`src/rtl/alarm_ring.sv`:
```
// alarm_ring: compares the BCD alarm setting with the running clock and
// drives the buzzer. RING/SNOOZE state machine with second-based counters,
// debounced stop/snooze keys and a square-wave tone generator.
// Optional top-of-hour chime: define HOUR_CHIME_EN to build it in;
// when undefined, chime is tied low.

// Per-key front end: 2-FF synchronizer, then a debouncer that emits one
// press pulse after DEB_CYC stable-low cycles and re-arms only after
// DEB_CYC stable-high cycles.
module alarm_ring_key #(
  parameter int DEB_CYC = 1
) (
  input  logic clk,
  input  logic rst_n,
  input  logic key_n_i,
  output logic press_o
);
  localparam int DC = (DEB_CYC < 1) ? 1 : DEB_CYC;
  localparam int CW = $clog2(DC + 1);
  localparam logic [CW-1:0] LAST = CW'(DC - 1);

  logic [1:0]    sync_q;
  logic          armed_q;
  logic [CW-1:0] cnt_q;
  logic          press_q;

  // Two-stage synchronizer; resets to "released"
  always_ff @(posedge clk or negedge rst_n) begin
    if (!rst_n) sync_q <= 2'b11;
    else        sync_q <= {sync_q[0], key_n_i};
  end

  // armed_q=1 waits for a stable press, armed_q=0 waits for a stable release
  always_ff @(posedge clk or negedge rst_n) begin
    if (!rst_n) begin
      armed_q <= 1'b1;
      cnt_q   <= '0;
      press_q <= 1'b0;
    end else begin
      press_q <= 1'b0;
      if (armed_q) begin
        if (!sync_q[1]) begin
          if (cnt_q == LAST) begin
            press_q <= 1'b1;
            armed_q <= 1'b0;
            cnt_q   <= '0;
          end else begin
            cnt_q <= cnt_q + 1'b1;
          end
        end else begin
          cnt_q <= '0;
        end
      end else begin
        if (sync_q[1]) begin
          if (cnt_q == LAST) begin
            armed_q <= 1'b1;
            cnt_q   <= '0;
          end else begin
            cnt_q <= cnt_q + 1'b1;
          end
        end else begin
          cnt_q <= '0;
        end
      end
    end
  end

  assign press_o = press_q;
endmodule

module alarm_ring #(
  parameter int CLK_HZ     = 50_000_000,
  parameter int TONE_HZ    = 1000,
  parameter int RING_SEC   = 60,
  parameter int SNOOZE_SEC = 300,
  parameter int DEB_MS     = 20
) (
  input  logic       clk,
  input  logic       rst_n,
  input  logic       sec_tick,
  input  logic [7:0] cur_hour,
  input  logic [7:0] cur_minute,
  input  logic [7:0] cur_second,
  input  logic [7:0] alarm_hour,
  input  logic [7:0] alarm_minute,
  input  logic       alarm_en,
  input  logic       key_stop,
  input  logic       key_snooze,
  output logic       buzzer,
  output logic       ringing,
  output logic       snoozing,
  output logic       chime
);
  localparam int HALF    = CLK_HZ / (2 * TONE_HZ);
  localparam int HALF_C  = (HALF < 1) ? 1 : HALF;
  localparam int TW      = $clog2(HALF_C + 1);
  localparam logic [TW-1:0] HALF_LAST = TW'(HALF_C - 1);
  localparam int DEB_CYC = CLK_HZ / 1000 * DEB_MS;
  localparam logic [7:0] RING_L = 8'(RING_SEC);
  localparam logic [9:0] SNZ_L  = 10'(SNOOZE_SEC);

  typedef enum logic [1:0] {S_IDLE, S_RING, S_SNOOZE} state_t;

  state_t        state_q, state_d;
  logic [7:0]    ring_q, ring_d;
  logic [9:0]    snz_q, snz_d;
  logic          gate_q, gate_d;
  logic [TW-1:0] tdiv_q, tdiv_d;
  logic          tone_q, tone_d;
  logic          chime_q, chime_d;
  logic          ringing_q, snoozing_q, buzzer_q;
  logic          stop_p, snz_p, match, enter_ring;

  alarm_ring_key #(.DEB_CYC(DEB_CYC)) u_key_stop (
    .clk(clk), .rst_n(rst_n), .key_n_i(key_stop), .press_o(stop_p)
  );
  alarm_ring_key #(.DEB_CYC(DEB_CYC)) u_key_snz (
    .clk(clk), .rst_n(rst_n), .key_n_i(key_snooze), .press_o(snz_p)
  );

  // Exact 8-bit BCD compare; no validity check on the digits
  assign match = sec_tick & alarm_en & (cur_hour == alarm_hour) &
                 (cur_minute == alarm_minute) & (cur_second == 8'h00);

  // Free-running tone divider: toggle every half-period
  always_comb begin
    tdiv_d = tdiv_q + 1'b1;
    tone_d = tone_q;
    if (tdiv_q == HALF_LAST) begin
      tdiv_d = '0;
      tone_d = ~tone_q;
    end
  end

  // Next-state: alarm_en low > stop > snooze > tick expiry > match
  always_comb begin
    state_d = state_q;
    ring_d  = ring_q;
    snz_d   = snz_q;
    gate_d  = gate_q;
    if (!alarm_en) begin
      state_d = S_IDLE;
      ring_d  = '0;
      snz_d   = '0;
      gate_d  = 1'b0;
    end else begin
      case (state_q)
        S_IDLE: begin
          if (match) begin
            state_d = S_RING;
            ring_d  = RING_L;
            gate_d  = 1'b1;
          end
        end
        S_RING: begin
          if (stop_p) begin
            state_d = S_IDLE;
            ring_d  = '0;
            gate_d  = 1'b0;
          end else if (snz_p) begin
            state_d = S_SNOOZE;
            snz_d   = SNZ_L;
            ring_d  = '0;
            gate_d  = 1'b0;
          end else if (sec_tick) begin
            if (ring_q == 8'd1) begin
              state_d = S_IDLE;
              ring_d  = '0;
              gate_d  = 1'b0;
            end else begin
              ring_d = ring_q - 8'd1;
              gate_d = ~gate_q;
            end
          end
        end
        S_SNOOZE: begin
          if (stop_p) begin
            state_d = S_IDLE;
            snz_d   = '0;
          end else if (sec_tick) begin
            if (snz_q == 10'd1) begin
              state_d = S_RING;
              snz_d   = '0;
              ring_d  = RING_L;
              gate_d  = 1'b1;
            end else begin
              snz_d = snz_q - 10'd1;
            end
          end
        end
        default: begin
          state_d = S_IDLE;
          ring_d  = '0;
          snz_d   = '0;
          gate_d  = 1'b0;
        end
      endcase
    end
  end

  assign enter_ring = (state_q == S_IDLE) && (state_d == S_RING);

`ifdef HOUR_CHIME_EN
  logic [1:0] chm_q, chm_d;

  // Hourly chime for 2 ticks; an alarm entering RING cancels it
  always_comb begin
    chime_d = chime_q;
    chm_d   = chm_q;
    if (enter_ring) begin
      chime_d = 1'b0;
      chm_d   = '0;
    end else if (chime_q && sec_tick) begin
      if (chm_q == 2'd1) begin
        chime_d = 1'b0;
        chm_d   = '0;
      end else begin
        chm_d = chm_q - 2'd1;
      end
    end else if (!chime_q && sec_tick && state_q == S_IDLE &&
                 cur_minute == 8'h00 && cur_second == 8'h00) begin
      chime_d = 1'b1;
      chm_d   = 2'd2;
    end
  end

  // Chime tick counter
  always_ff @(posedge clk or negedge rst_n) begin
    if (!rst_n) chm_q <= '0;
    else        chm_q <= chm_d;
  end
`else
  assign chime_d = 1'b0;
`endif

  // State, counters and registered outputs (computed from next-state)
  always_ff @(posedge clk or negedge rst_n) begin
    if (!rst_n) begin
      state_q    <= S_IDLE;
      ring_q     <= '0;
      snz_q      <= '0;
      gate_q     <= 1'b0;
      tdiv_q     <= '0;
      tone_q     <= 1'b0;
      chime_q    <= 1'b0;
      ringing_q  <= 1'b0;
      snoozing_q <= 1'b0;
      buzzer_q   <= 1'b0;
    end else begin
      state_q    <= state_d;
      ring_q     <= ring_d;
      snz_q      <= snz_d;
      gate_q     <= gate_d;
      tdiv_q     <= tdiv_d;
      tone_q     <= tone_d;
      chime_q    <= chime_d;
      ringing_q  <= (state_d == S_RING);
      snoozing_q <= (state_d == S_SNOOZE);
      buzzer_q   <= ((state_d == S_RING) & gate_d & tone_d) | (chime_d & tone_d);
    end
  end

  assign buzzer   = buzzer_q;
  assign ringing  = ringing_q;
  assign snoozing = snoozing_q;
  assign chime    = chime_q;
endmodule

```
`config.mk`:
```
export PLATFORM = sky130hd
export DESIGN_NAME = alarm_ring
export DESIGN_NICKNAME = d
export VERILOG_FILES = /design/src/rtl/alarm_ring.sv
export SDC_FILE = /design/constraint.sdc
export NUM_CORES = 1
export LEC_CHECK = 0
export BUFFER_PORTS_ARGS = -buffer_cell sky130_fd_sc_hd__buf_2
export CORE_MARGIN = 1.5
export CORE_UTILIZATION = 25
export CTS_CLUSTER_SIZE = 30
export DETAILED_ROUTE_END_ITERATION = 6
export PLACE_DENSITY_LB_ADDON = 0.3
export REMOVE_ABC_BUFFERS = 1
export SYNTH_ARGS = -nofsm -noshare
export SYNTH_HDL_FRONTEND = slang
export SYNTH_SLANG_ARGS = --single-unit
```
`constraint.sdc`:
```
create_clock -name clk -period 6.4 [get_ports clk]
set_input_delay 1.28 -clock clk [delete_from_list [all_inputs] [get_ports clk]]
set_output_delay 1.28 -clock clk [all_outputs]
set_load 0.01 [all_outputs]
```
==> metrics.txt <==
# TYPE chip_impl_metric gauge
chip_impl_metric{name="design.core.area",unit="mm²"} 0.0179
chip_impl_metric{name="wp_buf_inv",unit=""} 1
chip_impl_metric{name="finalMaxSlewViolations",unit=""} 0
chip_impl_metric{name="dp_worst_setup_slack",unit="ps"} 2810
chip_impl_info{name="critPathLaunchType",value="primary input"} 1
chip_impl_metric{name="htreeDepth",unit=""} 3
chip_impl_metric{name="critPathMaxStageDelay",unit="ps"} 630
chip_impl_info{name="timing.critical_path.to_type",value="register"} 1
chip_impl_metric{name="fp.dieW",unit="µm"} 138
chip_impl_metric{name="yosys_warnings",unit=""} 0
chip_impl_info{name="path_cells",value="buf_2 > or4_1 > nor4_1 > a31oi_1 > or4_1 > o21ai_1"} 1
chip_impl_metric{name="antenna_violating_nets_post_route",unit=""} 0
chip_impl_metric{name="fin_worst_skew",unit="ps"} 8.03
chip_impl_metric{name="globalRouteOverflowTotal",unit=""} 0
chip_impl_metric{name="timing.max_slew.rel_slack",unit=""} 0.250
chip_impl_metric{name="route.detailed.vias_per_inst",unit=""} 4.68
chip_impl_metric{name="static_leak",unit="µW"} 0.00239
chip_impl_metric{name="number_of_diodes_added_for_antenna_fixing",unit=""} 0
chip_impl_info{name="criticalPathCategory",value="primary input to register"} 1
chip_impl_metric{name="tightest_slew",unit="ps"} 1120
chip_impl_metric{name="fin_hold_ws",unit="ps"} 357
chip_impl_metric{name="peakVddDrop",unit="mV"} 0.120
chip_impl_metric{name="setup-tns-final",unit="ps"} 0
chip_impl_metric{name="synth.yosys.seq_area_share",unit=""} 0.485
chip_impl_info{name="synth.top_cells.by_area",value="sky130_fd_sc_hd__dfrtp_1 (45%), sky130_fd_sc_hd__xor2_1 (6.9%), sky130_fd_sc_hd__xnor2_1 (6.0%)"} 1
chip_impl_info{name="status",value="finished clean"} 1
chip_impl_metric{name="utilization",unit=""} 0.302
chip_impl_metric{name="cts_buffers",unit=""} 9
chip_impl_info{name="synth.most_common_cell",value="sky130_fd_sc_hd__dfrtp_1"} 1
chip_impl_metric{name="die_ht",unit="µm"} 138
chip_impl_info{name="cts_tree",value="yes"} 1
chip_impl_metric{name="timing.final.ws_setup",unit="ps"} 3180
chip_impl_metric{name="finalNetCount",unit=""} 579
chip_impl_metric{name="effective_utilization_at_floorplan",unit=""} 0.254
chip_impl_metric{name="ys_ff_latch",unit=""} 88
chip_impl_metric{name="mappedNetlistArea",unit="mm²"} 0.00455
chip_impl_metric{name="clk_path_buf_depth",unit=""} 2
chip_impl_metric{name="pwr_density_cell",unit="mW/mm²"} 235
chip_impl_metric{name="placedInstanceArea",unit="mm²"} 0.00505
chip_impl_metric{name="hold_bufs_inserted_after_cts",unit=""} 0
chip_impl_metric{name="synthToLayoutAreaGrowth",unit="%"} 18.8
chip_impl_metric{name="finalSetupViolations",unit=""} 0
chip_impl_metric{name="grt_antenna_before_repair",unit=""} 0
chip_impl_info{name="path_delay_family",value="simple AND/OR/NAND/NOR gates"} 1
chip_impl_metric{name="timing.critical_path.required",unit="ps"} 6660
chip_impl_metric{name="stdcell_area",unit="mm²"} 0.00541
chip_impl_info{name="critical_path.most_common_cell",value="sky130_fd_sc_hd__or4_1"} 1
chip_impl_info{name="clock-root-buffer",value="sky130_fd_sc_hd__clkbuf_16"} 1
chip_impl_metric{name="global_route.usage.total",unit=""} 0.107
chip_impl_metric{name="io-pin-count",unit=""} 50
chip_impl_metric{name="max_cap_viol_count",unit=""} 0
chip_impl_metric{name="synth_largest_type_area_fraction",unit=""} 0.451
chip_impl_info{name="cp_slowest_cell",value="sky130_fd_sc_hd__or4_1"} 1
chip_impl_metric{name="final_layout_size_suffix_gt1_frac",unit=""} 0.146
chip_impl_metric{name="postSynthAreaPerCell",unit="µm²"} 9.64
chip_impl_metric{name="gp_congestion",unit=""} 0.769
chip_impl_metric{name="synth_enable_flop_cells",unit=""} 0
chip_impl_metric{name="clkSlewWorstSetupHoldPaths",unit="ps"} 60
chip_impl_info{name="synth.largest_area_cell",value="sky130_fd_sc_hd__dfrtp_1"} 1
chip_impl_metric{name="drt_first_pass_iters",unit=""} 4
chip_impl_metric{name="max_clock_freq",unit="MHz"} 310
chip_impl_metric{name="grt_max_degree",unit=""} 74
chip_impl_metric{name="portBuffers",unit=""} 48
chip_impl_metric{name="finalCriticalPeriod",unit="ps"} 3220
chip_impl_metric{name="grt_first_pass_wirelength",unit="µm"} 16100
chip_impl_info{name="synthTopCellsByCount",value="sky130_fd_sc_hd__dfrtp_1 (82), sky130_fd_sc_hd__nor2_1 (65), sky130_fd_sc_hd__xor2_1 (36), sky130_fd_sc_hd__nand2_1 (35), sky130_fd_sc_hd__xnor2_1 (31)"} 1
chip_impl_metric{name="post_cts.resized_instances",unit=""} 0
chip_impl_metric{name="total_die_area",unit="mm²"} 0.0190
chip_impl_metric{name="hold_viol_final",unit=""} 0
chip_impl_metric{name="drt_drc_violations_left",unit=""} 0
chip_impl_info{name="hold_path_class",value="register to register"} 1
chip_impl_metric{name="wirelength",unit="µm"} 9520
chip_impl_metric{name="clkLatencyLatePin",unit="ps"} 340
chip_impl_metric{name="initialDrtViolationCount",unit=""} 192
chip_impl_metric{name="worst-path-max-fanout",unit=""} 16
chip_impl_metric{name="first_global_vias",unit=""} 3627
chip_impl_metric{name="dr_total_vias",unit=""} 3541
chip_impl_metric{name="wire_per_inst",unit="µm"} 12.6
chip_impl_metric{name="arrival",unit="ps"} 3480
chip_impl_info{name="rsz_0062_raised_after_global_routing",value="false"} 1
chip_impl_metric{name="cts.sink_count",unit=""} 88
chip_impl_metric{name="std_cell_rows",unit=""} 49
chip_impl_metric{name="dp_hpwl",unit="µm"} 6660
chip_impl_metric{name="synthesis.instances",unit=""} 472
chip_impl_metric{name="final.period_utilization",unit=""} 0.503
chip_impl_metric{name="ys_types",unit=""} 48
chip_impl_metric{name="asyncSetResetFlopFracSynth",unit=""} 1.00
chip_impl_metric{name="postCtsSetupRepairBufs",unit=""} 0
chip_impl_info{name="synth-main-ff-cell",value="sky130_fd_sc_hd__dfrtp_1"} 1
==> metal layers <==
metal / share of wire / GRT usage / routed length [µm]
met5: 0 / 0 / 0
met4: 0.011 / 0.0359 / 101
met3: 0.053 / 0.0322 / 509
met2: 0.48 / 0.183 / 4550
met1: 0.46 / 0.127 / 4350
==> area by class of cell <==
cell class | instances | area [µm²]
Fill cell | 1847 | 12500
Multi-Input combinational cell | 358 | 2240
Sequential cell | 88 | 2210
Tap cell | 229 | 287
Timing Repair Buffer | 49 | 250
Clock buffer | 11 | 233
Clock inverter | 5 | 129
Inverter | 16 | 60.1
==> stage by stage <==
step / cells / total power (µW)
after floorplan: 462 / 607
after global placement: 740 / 643
after detailed placement: 740 / 645
after CTS: 756 / 1300
after global routing: 756 / 1330
final: 756 / 1270
==> sequential cells by signal (all words and copies together) (netlist names), named ones only <==
name	count
u_key_stop.cnt_q	20
state_q	2
u_key_snz.press_o	1
ring_q	8
u_key_snz.sync_q	2
ringing	1
snz_q	10
tone_q	1
u_key_stop.press_o	1
snoozing	1
u_key_snz.cnt_q	20
tdiv_q	15
u_key_stop.sync_q	2
buzzer	1
gate_q	1
==> placed cells by master (no fill, tap or decap), types with 3 or more instances in the layout <==
cell	n
sky130_fd_sc_hd__nor4_1	10
sky130_fd_sc_hd__o21ai_0	15
sky130_fd_sc_hd__o311ai_0	3
sky130_fd_sc_hd__inv_1	16
sky130_fd_sc_hd__or2_2	3
sky130_fd_sc_hd__nand3_1	26
sky130_fd_sc_hd__dfstp_2	6
sky130_fd_sc_hd__o21ai_1	8
sky130_fd_sc_hd__clkbuf_16	9
sky130_fd_sc_hd__nand2_1	35
sky130_fd_sc_hd__and4_1	3
sky130_fd_sc_hd__xnor2_1	31
sky130_fd_sc_hd__nor2b_1	4
sky130_fd_sc_hd__nor3b_1	5
sky130_fd_sc_hd__or4_1	7
sky130_fd_sc_hd__a31oi_1	7
sky130_fd_sc_hd__and2_1	5
sky130_fd_sc_hd__or3_1	5
sky130_fd_sc_hd__nor2_1	65
sky130_fd_sc_hd__a21oi_1	7
sky130_fd_sc_hd__dfrtp_1	82
sky130_fd_sc_hd__xor2_1	36
sky130_fd_sc_hd__nor3_1	13
sky130_fd_sc_hd__ha_1	11
sky130_fd_sc_hd__nand2b_1	5
sky130_fd_sc_hd__nand4_1	16
sky130_fd_sc_hd__and3_1	12
sky130_fd_sc_hd__bufinv_16	4
sky130_fd_sc_hd__buf_2	47
==> report_power, final <==
| group | switching, µW | leakage [µW] | internal [µW] |
|---|---|---|---|
| clock | 216 | 0.000174 | 422 |
| sequential | 7.26 | 0.00118 | 564 |
| combinational | 37.2 | 0.00103 | 25.1 |
| total | 261 | 0.00239 | 1010 |
==> cells by family (layout without fill, tap and decap cells) <==
group | Yosys count | count (layout) | share of synthesized area
flip-flops | 88 | 88 | 0.485
adder cells (fa/ha/maj) | 11 | 11 | 0.0302
XOR/XNOR | 67 | 67 | 0.129
AND/OR/NAND/NOR | 223 | 223 | 0.252
buffers and inverters | 26 | 81 | 0.0223
multiplexers | 3 | 3 | 0.00715
other | 1 | 1 | 0.000824
AO/OA/AOI/OAI | 53 | 53 | 0.0728
==> path summary, 6_finish.rpt <==
path                                          start                   end  slack (ps)  depth (start not counted)
min in group asynchronous                     rst_n  u_key_stop.cnt_q[19]         800                          1
worst min register to register  u_key_snz.sync_q[0]   u_key_snz.sync_q[1]         360                          0
worst max-delay path                  cur_second[2]             ring_q[7]        3180                          6
max in group asynchronous                     rst_n              snoozing        4440                          2
worst max register to register           state_q[1]             ring_q[7]        3570                          8
worst min-delay path            u_key_snz.sync_q[0]   u_key_snz.sync_q[1]         360                          0
No activity file was read; power rests on OpenSTA's default activity.
